**src/rtl/clock_divider_bank.sv**
```systemverilog
// Multi-channel programmable clock divider: per-channel 50% duty slow clocks and rising-edge ticks,
// with divisor updates held pending until the end of a high phase so no runt pulses appear.
module clock_divider_bank #(
  parameter int          CHANNELS     = 4,
  parameter int          WIDTH        = 25,
  parameter int unsigned DEFAULT_HALF = 24999999,
  localparam int         CHW          = (CHANNELS > 1) ? $clog2(CHANNELS) : 1
) (
  input  logic                CLOCK,
  input  logic                RESET,
  input  logic [CHANNELS-1:0] en,
  input  logic                sync,
  input  logic                cfg_valid,
  input  logic [CHW-1:0]      cfg_ch,
  input  logic [WIDTH-1:0]    cfg_half,
  output logic                cfg_ready,
  output logic [CHANNELS-1:0] clk_out,
  output logic [CHANNELS-1:0] tick
);

  logic [CHANNELS-1:0][WIDTH-1:0] cnt_q, cnt_d;
  logic [CHANNELS-1:0][WIDTH-1:0] half_q, half_d;
  logic [CHANNELS-1:0][WIDTH-1:0] pendVal_q, pendVal_d;
  logic [CHANNELS-1:0]            pend_q, pend_d;
  logic [CHANNELS-1:0]            clk_q, clk_d;
  logic [CHANNELS-1:0]            tick_q, tick_d;
  logic [CHANNELS-1:0]            wrSel;

  // Out-of-range channel numbers match no channel, so they stay ready and the write is dropped.
  always_comb begin
    cfg_ready = 1'b1;
    wrSel     = '0;
    for (int i = 0; i < CHANNELS; i++) begin
      if (cfg_ch == CHW'(i)) cfg_ready = ~pend_q[i];
    end
    for (int i = 0; i < CHANNELS; i++) begin
      wrSel[i] = cfg_valid && cfg_ready && (cfg_ch == CHW'(i));
    end
  end

  always_comb begin
    cnt_d     = cnt_q;
    half_d    = half_q;
    pendVal_d = pendVal_q;
    pend_d    = pend_q;
    clk_d     = clk_q;
    tick_d    = '0;
    for (int i = 0; i < CHANNELS; i++) begin
      if (sync) begin
        cnt_d[i] = '0;
        clk_d[i] = 1'b0;
        if (pend_q[i]) begin
          half_d[i] = pendVal_q[i];
          pend_d[i] = 1'b0;
        end
        // A write landing on a sync edge bypasses the pending slot entirely.
        if (wrSel[i]) half_d[i] = cfg_half;
      end else begin
        if (en[i]) begin
          if (cnt_q[i] == half_q[i]) begin
            cnt_d[i] = '0;
            clk_d[i] = ~clk_q[i];
            if (!clk_q[i]) begin
              tick_d[i] = 1'b1;
            end else if (pend_q[i]) begin
              half_d[i] = pendVal_q[i];
              pend_d[i] = 1'b0;
            end
          end else begin
            cnt_d[i] = cnt_q[i] + WIDTH'(1);
          end
        end else if (pend_q[i]) begin
          half_d[i] = pendVal_q[i];
          cnt_d[i]  = '0;
          pend_d[i] = 1'b0;
        end
        // wrSel implies pend_q was clear, so this never collides with an apply above.
        if (wrSel[i]) begin
          pendVal_d[i] = cfg_half;
          pend_d[i]    = 1'b1;
        end
      end
    end
  end

  always_ff @(posedge CLOCK or posedge RESET) begin
    if (RESET) begin
      cnt_q     <= '0;
      half_q    <= {CHANNELS{WIDTH'(DEFAULT_HALF)}};
      pendVal_q <= '0;
      pend_q    <= '0;
      clk_q     <= '0;
      tick_q    <= '0;
    end else begin
      cnt_q     <= cnt_d;
      half_q    <= half_d;
      pendVal_q <= pendVal_d;
      pend_q    <= pend_d;
      clk_q     <= clk_d;
      tick_q    <= tick_d;
    end
  end

  assign clk_out = clk_q;
  assign tick    = tick_q;

endmodule

```
**config.mk**
```make
export PLATFORM = sky130hd
export DESIGN_NAME = clock_divider_bank
export DESIGN_NICKNAME = d
export VERILOG_FILES = /design/src/rtl/clock_divider_bank.sv
export SDC_FILE = /design/constraint.sdc
export NUM_CORES = 1
export LEC_CHECK = 0
export CELL_PAD_IN_SITES_DETAIL_PLACEMENT = 2
export CELL_PAD_IN_SITES_GLOBAL_PLACEMENT = 2
export CORE_MARGIN = 1
export CORE_UTILIZATION = 38
export CTS_CLUSTER_SIZE = 16
export DETAILED_ROUTE_END_ITERATION = 10
export PLACE_DENSITY_LB_ADDON = 0.1
export SYNTH_ARGS = -nofsm -noshare
export SYNTH_HDL_FRONTEND = slang
export SYNTH_SLANG_ARGS = --single-unit
```
**constraint.sdc**
```tcl
create_clock -name CLOCK -period 11 [get_ports CLOCK]
set_input_delay 2.2 -clock CLOCK [delete_from_list [all_inputs] [get_ports CLOCK]]
set_output_delay 2.2 -clock CLOCK [all_outputs]
set_load 0.03 [all_outputs]
```
# Yosys cells after proc, flatten, opt, wreduce, memory -nomap -nowiden
# Index checks and enable logic that the tools add are counted.
# classes
n_reduce_logical,34
bitwise_logic,9
eq_ne,23
add_sub_neg,4
muxes,92
# op_table
operator,count
$mux W25,40
$add A25 B1 Y25 const B,4
$eq A25 B25 Y1,4
$mux W1,52
$ne A4 B1 Y1 const B,8
$reduce_and A2 Y1,16
$ne A3 B1 Y1 const B,8
$reduce_bool A2 Y1,8
$reduce_bool A3 Y1,4
$not A1 Y1,9
$logic_and A1 B1 Y1,5
$eq A2 B2 Y1 const B,2
$eq A2 B1 Y1 const B,1
$logic_not A2 Y1,1
# totals
inputBits,35
out_inout_bits,9
regBits,312

# Longest topological paths before layout
# Gate-level depths: netlist of run 1.
# depth
depth_word,9
mapped_depth,9
mapped_depth_nobuf,7

# Worst setup path after synthesis of run 1
# Ideal clock, no wire load.
# synth_timing
path_type,input-to-output
from,input port cfg_ch[0]
to,output port cfg_ready
t_arrival_ps,2993
slack_ps,5807
required_ps,8800
path_buffers,1
path_stages,3
path_cell_list,buf_6 > mux4_2 > inv_2
# synth_between
elab_chain_cells,5
elab_cells_between_ends,8
cone_classes,eq/ne: 3; mux: 4; reduce/logical: 1
# synth_lines
item,line_no,rtl
start: declaration,14,"input logic [CHW-1:0] cfg_ch,"
$logic_not A2 Y1,34,if (cfg_ch == CHW'(i)) cfg_ready = ~pend_q[i];
$mux W1 (3 in series),34,
$mux W1 (*),34,
end: declaration,16,"output logic cfg_ready,"
# Every way passes the cells marked *; elsewhere a longest branch is shown, timed or not.

# Final worst setup path of run 1
# Ends and elaborated chain as after synthesis.

==> qor.yml, run 1 <==
yosysSeqAreaShare_pct: 50.0
portBuffers: 43
tns_ps: 0
num_antenna_cells: 0
post_cts_buffers: 0
ios: 44
netlist_area_um2: 15800
die_x_um: 206
cts_sinks: 312
yosys_warnings: 0
fmax_ghz: 0.151
worst_ir_drop_vdd_mv: 0.140
vias: 11500
clk_pin_slew_worst_paths_ps: 50
p_leak_uw: 0.00752
period_needed_ps: 6620
fin_area_um2: 18000
numCtsBuffers: 39
synth-compound-area-share_pct: 11.6
ant_nets: 0
synth_seq_cells: 312
slowest_stage: "clkdlybuf4s50_1"
place_congestion: 0.733
grt_antenna_before_repair: 1
path_cells: "clkdlybuf4s50_1 > mux4_2 > inv_2 > clkdlybuf4s50_1"
finalCritPeriodShare_pct: 60.2
synthCells: 1435
rsz0062_at_grt: "false"
slew_headroom_pct: 19.7
clock_skew_ps: 10.8
drt_iter0_drc: 521
grt_pass1_wl_mm: 76.5
finalMaxSlewViolations: 0
n_fill_cell: 4214
cp_top_family: "buffers and inverters"
arrival_ps: 4420
synth_top_family_by_area: "simple AND/OR/NAND/NOR gates"
syn_to_final_growth_pct: 14.1
core_area_um2: 40900
cp.required_ps: 8800
synth-xor-area-share_pct: 10.3
synth_largest_area_cell: "dfrtp_1"
dp_cells: 1957
synthSimpleGateAreaFrac_pct: 12.8
cts_buffer_depth: 3
crit_path_end_kind: "output port"
tightest_slew_ps: 1200
grtUsageTotal_pct: 23.8
synthTopCellsByArea: "dfrtp_1, dfstp_2, xnor2_1, mux2_2, a221o_1"
clkLatencyLatePin_ps: 560
dp.final_hpwl_mm: 31.2
hold_buffers: 0
total_power_uw: 3180
drc: 0
initial_utilization_pct: 38.5
placed_area_um2: 16700
drtPass1Iterations: 4
powerDensity_nw_per_um2: 177
grt_overflow: 0
maxCapViolCount: 0
final_nets: 1505
worst_path_largest_cell_delay_ps: 810
h-tree-depth: 2
wirelength_mm: 48.5
grt_pass1_vias: 12600
critPathKind: "primary input to output port"
worst-path-buf-inv: 3
cts_tree: "yes"
crit_top_cell: "clkdlybuf4s50_1"
grt_max_degree: 117
synth_mux_area_share_pct: 11.9
die_area_um2: 42300
synth_edf_count: 0
detail_route.vias_per_cell: 5.67
synthArstFlopShare_pct: 100
cts_root_buffer: "clkbuf_16"
hold_viol_final: 0
ys_types: 60
synthAdderAreaFrac_pct: 0.317
min_path_type: "register to register"
chipHeight_um: 206
post_synth.cell_area_avg_um2: 11.0
crit_path_max_fanout: 9
ctsResizeCount: 0
status: "completed"
ys_dominant_reg_cell: "dfrtp_1"
rows: 74
routedWlPerCell_um: 23.9
syn_nets: 1474
setup_violations: 0
drive_gt1_share_pct: 17.1
start_kind: "primary input"
final_cells: 2029
synth_top_area_share_pct: 38.7
[layout by cell type, fill, tap and decap left out, types with 13 or more instances in the layout]
| master | n |
|---|---|
| nand4_1 | 43 |
| o22ai_1 | 24 |
| mux2_1 | 23 |
| dfrtp_1 | 244 |
| clkbuf_16 | 39 |
| mux2i_1 | 71 |
| a221o_1 | 73 |
| nand3_1 | 40 |
| and3_1 | 13 |
| clkbuf_1 | 14 |
| inv_1 | 16 |
| nor3_1 | 18 |
| nand2_1 | 133 |
| dfstp_2 | 68 |
| clkdlybuf4s50_1 | 43 |
| o21ai_0 | 77 |
| buf_4 | 25 |
| xor2_1 | 66 |
| xnor2_1 | 119 |
| a2bb2oi_1 | 23 |
| nor2_1 | 125 |
| mux2_2 | 79 |
[cells by family after synthesis]
kind of cell             Yosys count
adder cells (fa/ha/maj)            4
AND/OR/NAND/NOR                  418
AO/OA/AOI/OAI                    243
buffers and inverters             99
multiplexers                     174
flip-flops                       312
XOR/XNOR                         185
[stage by stage]
stage,hold slack [ps],setup slack (ps),utilization [%]
after detailed placement,478,4400,40.8
after floorplan,458,283,-
after CTS,490,4390,44.0
after global routing,500,4350,44.0
after global placement,467,4420,40.8
final,486,4380,44.0
[flip-flops by register name, indices dropped and copies added (netlist names)]
signal / flops
pend_q: 4
cnt_q: 100
clk_out: 4
pendVal_q: 100
tick: 4
half_q: 100
[routing by layer]
| metal | vias up | track usage, % | part of all wire, % |
|---|---|---|---|
| met5 | - | 0 | 0.019 |
| met4 | 2 | 6.51 | 2.2 |
| met3 | 59 | 3.42 | 2.6 |
| met2 | 108 | 38.9 | 48 |
| met1 | 6118 | 32.7 | 47 |
| li1 | 5222 | - | - |
[Yosys cell counts, types with 24 or more instances]
| library cell | count |
|---|---|
| buf_2 | 31 |
| nand3_1 | 40 |
| xnor2_1 | 119 |
| o22ai_1 | 24 |
| nor2_1 | 125 |
| dfstp_2 | 68 |
| nand2_1 | 133 |
| dfrtp_1 | 244 |
| xor2_1 | 66 |
| nand4_1 | 43 |
| o21ai_0 | 77 |
| clkbuf_1 | 33 |
| a221o_1 | 73 |
| mux2_2 | 79 |
| mux2i_1 | 71 |
[path summary, 6_finish.rpt]
kind | start | end | slack [ps] | cells past startpoint
max | cfg_ch[0] | cfg_ready | 4380 | 4
min | pendVal_q[15] | pendVal_q[15] | 490 | 1
max reg2reg | half_q[99] | half_q[84] | 7820 | 6
min reg2reg | pendVal_q[15] | pendVal_q[15] | 490 | 1
max in group asynchronous | RESET | cnt_q[50] | 7120 | 3
min in group asynchronous | RESET | half_q[92] | 2210 | 2
[cell type report]
cell class / count / area, um^2 / share of cell area [%]
sequential: 312 / 7890 / 43.9
tap: 532 / 666 / 3.70
timing repair buffer: 68 / 618 / 3.44
clock buffer: 62 / 1150 / 6.41
inverter: 21 / 86.3 / 0.480
multi-input combinational: 1024 / 7440 / 41.4
clock inverter: 10 / 136 / 0.758
[where the power goes]
group	internal [uW]	switching, uW	total [uW]
clock network	790	520	1310
registers	1340	134	1470
logic	203	198	401
No activity file was read; power rests on OpenSTA's default activity.
==> run 2: changes to the inputs <==
--- a/config.mk
+++ b/config.mk
@@ -8,7 +8,7 @@
 export CELL_PAD_IN_SITES_DETAIL_PLACEMENT = 2
 export CELL_PAD_IN_SITES_GLOBAL_PLACEMENT = 2
 export CORE_MARGIN = 1
-export CORE_UTILIZATION = 38
+export CORE_UTILIZATION = 40
 export CTS_CLUSTER_SIZE = 16
 export DETAILED_ROUTE_END_ITERATION = 10
 export PLACE_DENSITY_LB_ADDON = 0.1
==> constraint.sdc (replaced) <==
create_clock -name CLOCK -period 6.3 [get_ports CLOCK]
set_input_delay 1.26 -clock CLOCK [delete_from_list [all_inputs] [get_ports CLOCK]]
set_output_delay 1.26 -clock CLOCK [all_outputs]
set_load 0.03 [all_outputs]
==> run 2 against run 1 <==
Routed wire length shrank 0.34%. Non-clock buffer count shrank 1. Clock skew grew 7.3 ps. Cell area shrank 0.19%. Via count grew 0.30%. Cell count shrank 0.79%. Die area shrank 5.0%. Sequential power grew 75%. Total power grew 73%. Worst setup slack lost 2900 ps. Critical path type unchanged.
==> qor.yml, run 2 (synthesis gave the netlist of run 1 again) <==
final_nets: 1503  # was 1,505
maxCapViolCount: 0  # unchanged
fin_hold_ws_ps: 486  # about the same
worst-path-buf-inv: 3  # unchanged
finalCritPeriodShare_pct: 75.9
cts_sinks: 312  # unchanged
chipHeight_um: 201  # was 206 um
drtPass1Iterations: 4  # unchanged
final-seq-area_um2: 7890  # unchanged
place_congestion: 0.772  # was 0.733
powerDensity_nw_per_um2: 306  # was 177 nW/um^2
final_common_cell: "dfrtp_1"  # unchanged
finalMaxSlewViolations: 0  # unchanged
portBuffers: 43  # unchanged
multi_input_area_um2: 7440  # about the same
ctsResizeCount: 0  # unchanged
grt_max_degree: 167  # was 117
numCtsBuffers: 38  # was 39
grt_overflow: 0  # unchanged
dp_cells: 1942  # was 1,957
final_cells: 2013  # was 2,029
grt_pass1_vias: 12900  # was 12,600
clkLatencyLatePin_ps: 550  # was 560 ps
reg_top3: "cnt_q: 100 flops, half_q: 100 flops, pendVal_q: 100 flops"  # unchanged
hold_buffers: 0  # unchanged
worst_path_largest_cell_delay_ps: 830  # was 810 ps
start_kind: "primary input"  # unchanged
crit_path_max_fanout: 9  # unchanged
tightest_slew_ps: 1180  # was 1200 ps
dp.final_hpwl_mm: 31.0  # was 31.2 mm
cp.required_ps: 5040  # was 8800 ps
grt_antenna_before_repair: 2  # was 1
ant_nets: 0  # unchanged
critPathKind: "primary input to output port"  # unchanged
initial_utilization_pct: 40.7  # was 38.5%
tns_ps: 0  # unchanged
clk_pin_slew_worst_paths_ps: 60  # was 50 ps
grtUsageTotal_pct: 24.7  # was 23.8%
vias: 11500  # about the same
cp_top_family: "buffers and inverters"  # unchanged
core_area_um2: 38700  # was 40,900 um^2
cts_tree: "yes"  # unchanged
drive_gt1_share_pct: 17.2  # was 17.1%
layout_common_cells: "dfrtp_1, nand2_1, nor2_1"  # unchanged
crit_path_end_kind: "output port"  # unchanged
worst_ir_drop_vdd_mv: 0.178  # was 0.140 mV
die_area_um2: 40200  # was 42,300 um^2
p_leak_uw: 0.00751  # was 0.00752 uW
fmax_ghz: 0.209
post_cts_buffers: 0  # unchanged
slowest_stage: "clkdlybuf4s50_1"  # unchanged
rsz0062_at_grt: "false"  # unchanged
ios: 44  # unchanged
syn_to_final_growth_pct: 13.8  # was 14.1%
cts_root_buffer: "clkbuf_16"  # unchanged
detail_route.vias_per_cell: 5.73  # was 5.67
clock_skew_ps: 18.2  # was 10.8 ps
arrival_ps: 3520  # was 4420 ps
min_path_type: "register to register"  # unchanged
status: "completed"  # unchanged
cts_buffer_depth: 3  # unchanged
rows: 72  # was 74
die_x_um: 201  # was 206 um
hold_viol_final: 0  # unchanged
period_needed_ps: 4780
drt_iter0_drc: 552  # was 521
routedWlPerCell_um: 24.0  # was 23.9 um
h-tree-depth: 2  # unchanged
crit_top_cell: "clkdlybuf4s50_1"  # unchanged
setup_violations: 0  # unchanged
path_cells: "clkdlybuf4s50_1 > mux4_2 > inv_2 > clkdlybuf4s50_1"  # unchanged
grt_pass1_wl_mm: 77.2  # was 76.5 mm
slew_headroom_pct: 21.1  # was 19.7%
n_fill_cell: 3944  # was 4,214
wirelength_mm: 48.4  # was 48.5 mm
drc: 0  # unchanged
run 2: cell count changes in the layout (fill, tap and decap cells not counted), sizes merged:
cell / before / now
clkbuf: 62 / 63
inv: 22 / 18
buf: 25 / 24
bufinv: 3 / 0
clkinvlp: 0 / 1
clkinv: 6 / 9
diode: 0 / 1
run 2: stage by stage:
| stage | cell area (um^2) | setup WS [ps] | util, % | total power [uW] |
|---|---|---|---|---|
| 2_1_floorplan | 15800 | 941 | - | 3030 |
| 3_3_place_gp | 16700 | 1610 | 43.1 | 3240 |
| 3_5_place_dp | 16700 | 1560 | 43.1 | 3310 |
| 4_1_cts | 18000 | 1550 | 46.4 | 5560 |
| 5_1_grt | 18000 | 1470 | 46.4 | 5730 |
| 6_report | 18000 | 1520 | 46.4 | 5490 |
run 2: per-layer routing:
layer  wire (um)  global-route usage (%)
met5           0                       0
met4        1230                    7.33
met3        1600                    3.49
met2       23300                    40.7
met1       22200                    33.6
run 2: path summary, 6_finish.rpt:
path / start / cells past startpoint / end / slack [ps]
max: cfg_ch[0] / 4 / cfg_ready / 1520
min: pendVal_q[41] / 1 / pendVal_q[41] / 490
max reg2reg: half_q[87] / 6 / half_q[77] / 3360
min reg2reg: pendVal_q[41] / 1 / pendVal_q[41] / 490
max in group asynchronous: RESET / 3 / cnt_q[58] / 3730
min in group asynchronous: RESET / 2 / cnt_q[91] / 1170
run 2: cell type report:
cell class                 instances  share of cell area, %
clock inverter                     7                  0.195
tap                              518                   3.61
clock buffer                      63                   6.79
antenna                            1                 0.0139
multi-input combinational       1024                   41.4
timing repair buffer              67                   3.54
inverter                          21                  0.460
sequential                       312                   44.0
run 2: power by group:
part | internal (uW) | leakage [uW] | switching, uW
registers | 2330 | 0.00380 | 235
logic | 356 | 0.00309 | 348
clock network | 1320 | 0.000625 | 900
total | 4010 | 0.00751 | 1480
==> run 3: changes to the inputs <==
--- a/config.mk
+++ b/config.mk
@@ -8,7 +8,7 @@
 export CELL_PAD_IN_SITES_DETAIL_PLACEMENT = 2
 export CELL_PAD_IN_SITES_GLOBAL_PLACEMENT = 2
 export CORE_MARGIN = 1
-export CORE_UTILIZATION = 40
+export CORE_UTILIZATION = 38
 export CTS_CLUSTER_SIZE = 16
 export DETAILED_ROUTE_END_ITERATION = 10
 export PLACE_DENSITY_LB_ADDON = 0.1
==> constraint.sdc (replaced) <==
create_clock -name CLOCK -period 4 [get_ports CLOCK]
set_input_delay 0.8 -clock CLOCK [delete_from_list [all_inputs] [get_ports CLOCK]]
set_output_delay 0.8 -clock CLOCK [all_outputs]
set_load 0.03 [all_outputs]
==> run 3 against run 2 <==
Sequential share of layout area shrank 0.42 points. Via count grew 0.24%. Non-clock buffer count grew 14. Routed wire length grew 0.28%. Total power grew 60%. Count of clock-buffer cells in the layout shrank 10. Combinational power grew 59%. Flip-flop and latch count is the same. Sequential power grew 57%. Hold slack gained 4.0 ps. Critical path type unchanged.
==> qor.yml, run 3 (synthesis gave the netlist of run 1 again) <==
clk_pin_slew_worst_paths_ps: 60  # about the same
grt_antenna_before_repair: 0  # was 2
wirelength_mm: 48.5  # was 48.4 mm
worst-path-buf-inv: 3  # unchanged
reg2reg_depth: 6  # unchanged
met1_usage_pct: 32.7  # was 33.6%
routedWlPerCell_um: 23.8  # was 24.0 um
worst_path_largest_cell_delay_ps: 690  # was 830 ps
vias: 11600  # was 11,500
p_leak_uw: 0.00760  # was 0.00751 uW
drt_iter0_drc: 506  # was 552
min_path_type: "register to register"  # unchanged
status: "completed"  # unchanged
hold_end: "pendVal_q[34]"  # was pendVal_q[41]
grt_overflow: 0  # unchanged
cp.required_ps: 3200  # was 5040 ps
slowest_stage: "clkdlybuf4s50_1"  # unchanged
die_x_um: 206  # was 201 um
setup_violations: 0  # unchanged
core_area_um2: 40900  # was 38,700 um^2
chipHeight_um: 206  # was 201 um
grt_pass1_vias: 12800  # was 12,900
grt_max_degree: 96  # was 167
worst_ir_drop_vdd_mv: 0.284  # was 0.178 mV
grt_busiest_layer: "met2"  # unchanged
rows: 74  # was 72
detail_route.vias_per_cell: 5.68  # was 5.73
ctsResizeCount: 0  # unchanged
critPathKind: "primary input to output port"  # unchanged
crit_path_max_fanout: 2  # was 9
cts_sinks: 312  # unchanged
grtUsageTotal_pct: 23.9  # was 24.7%
tns_ps: 0  # unchanged
drc: 0  # unchanged
path_cells: "clkdlybuf4s50_1 > mux4_2 > inv_2 > clkdlybuf4s50_1"  # unchanged
ant_nets: 0  # unchanged
cts_tree: "yes"  # unchanged
grtUsageMet2_pct: 39.1  # was 40.7%
hp-start: "pendVal_q[34]"  # was pendVal_q[41]
final_nets: 1517  # was 1,503
cts_buffer_depth: 3  # unchanged
numCtsBuffers: 38  # unchanged
final_common_cell: "dfrtp_1"  # unchanged
dp_slack_ps: 478  # was 1560 ps
maxCapViolCount: 0  # unchanged
worstReg2RegEnd: "half_q[85]"  # was half_q[77]
die_area_um2: 42300  # was 40,200 um^2
fmax_ghz: 0.282
syn_to_final_growth_pct: 14.9  # was 13.8%
reg_top3: "cnt_q: 100 flops, half_q: 100 flops, pendVal_q: 100 flops"  # unchanged
start_kind: "primary input"  # unchanged
setup_slack_ps: 456  # was 1520 ps
finalMaxSlewViolations: 0  # unchanged
total_power_uw: 8810  # was 5490 uW
initial_utilization_pct: 38.5  # was 40.7%
hold_viol_final: 0  # unchanged
drtPass1Iterations: 5  # was 4
layout_common_cells: "dfrtp_1, nand2_1, nor2_1"  # unchanged
hold_buffers: 0  # unchanged
slew_headroom_pct: 25.0  # was 21.1%
drive_gt1_share_pct: 18.1  # was 17.2%
r2r_setup_slack_ps: 860  # was 3360 ps
period_needed_ps: 3540
place_congestion: 0.768  # was 0.772
cp_top_family: "buffers and inverters"  # unchanged
use_met3_pct: 3.75  # was 3.49%
tightest_slew_ps: 1120  # was 1180 ps
whs_path_depth: 1  # unchanged
ios: 44  # unchanged
portBuffers: 43  # unchanged
clkLatencyLatePin_ps: 550  # about the same
crit_path_end_kind: "output port"  # unchanged
grt_pass1_wl_mm: 76.8  # was 77.2 mm
num_antenna_cells: 0  # was 1
powerDensity_nw_per_um2: 486  # was 306 nW/um^2
cts_root_buffer: "clkbuf_16"  # unchanged
rsz0062_at_grt: "false"  # unchanged
r2r-start: "half_q[79]"  # was half_q[87]
crit_top_cell: "clkdlybuf4s50_1"  # unchanged
arrival_ps: 2740  # was 3520 ps
fin_util_pct: 44.3  # was 46.4%
finalCritPeriodShare_pct: 88.6
h-tree-depth: 2  # unchanged
dp.final_hpwl_mm: 31.6  # was 31.0 mm
post_cts_buffers: 0  # unchanged
clock_skew_ps: 16.5  # was 18.2 ps
## run 3: cell types whose count changed in the layout (fill, tap and decap cells not counted), sizes merged
cell	before	now
buf	24	38
clkbuf	63	53
bufinv	0	5
clkinv	9	10
clkinvlp	1	2
diode	1	0
inv	18	19
## run 3: per-layer routing
layer | wire, um | share of wire, %
met3 | 1590 | 3.3
met1 | 22500 | 46
met2 | 23400 | 48
met4 | 1060 | 2.2
met5 | 0 | 0
## run 3: worst max path at each step
stage	from	end	slack, ps	depth (start not counted)
floorplan	RESET	clk_out[0]	-900	1
global placement	cfg_ch[0]	cfg_ready	470	4
detailed placement	cfg_ch[0]	cfg_ready	480	4
CTS	cfg_ch[0]	cfg_ready	470	4
global route	cfg_ch[0]	cfg_ready	420	4
finish	cfg_ch[0]	cfg_ready	460	4
## run 3: per-stage QoR
step | cells | hold slack, ps | cell area, um^2
3_3_place_gp | 1970 | 468 | 16800
5_1_grt | 2038 | 511 | 18100
2_1_floorplan | 1435 | 458 | 15800
3_5_place_dp | 1970 | 477 | 16800
6_report | 2038 | 490 | 18100
4_1_cts | 2038 | 491 | 18100
## run 3: report_power, final
group          total, uW  switching, uW  internal, uW  leakage, uW
sequential          4040            367          3680      0.00380
combinational       1120            554           570      0.00316
clock               3640           1420          2220     0.000640
total               8810           2340          6470      0.00760
## run 3: cell type report
| type | instances | area [um^2] |
|---|---|---|
| clock buffers | 53 | 1090 |
| clock inverters | 15 | 206 |
| fillers | 4198 | 22800 |
| inverters | 21 | 82.6 |
| multi-input cells | 1024 | 7430 |
| flip-flops and latches | 312 | 7890 |
| well taps | 532 | 666 |
| repair buffers | 81 | 766 |
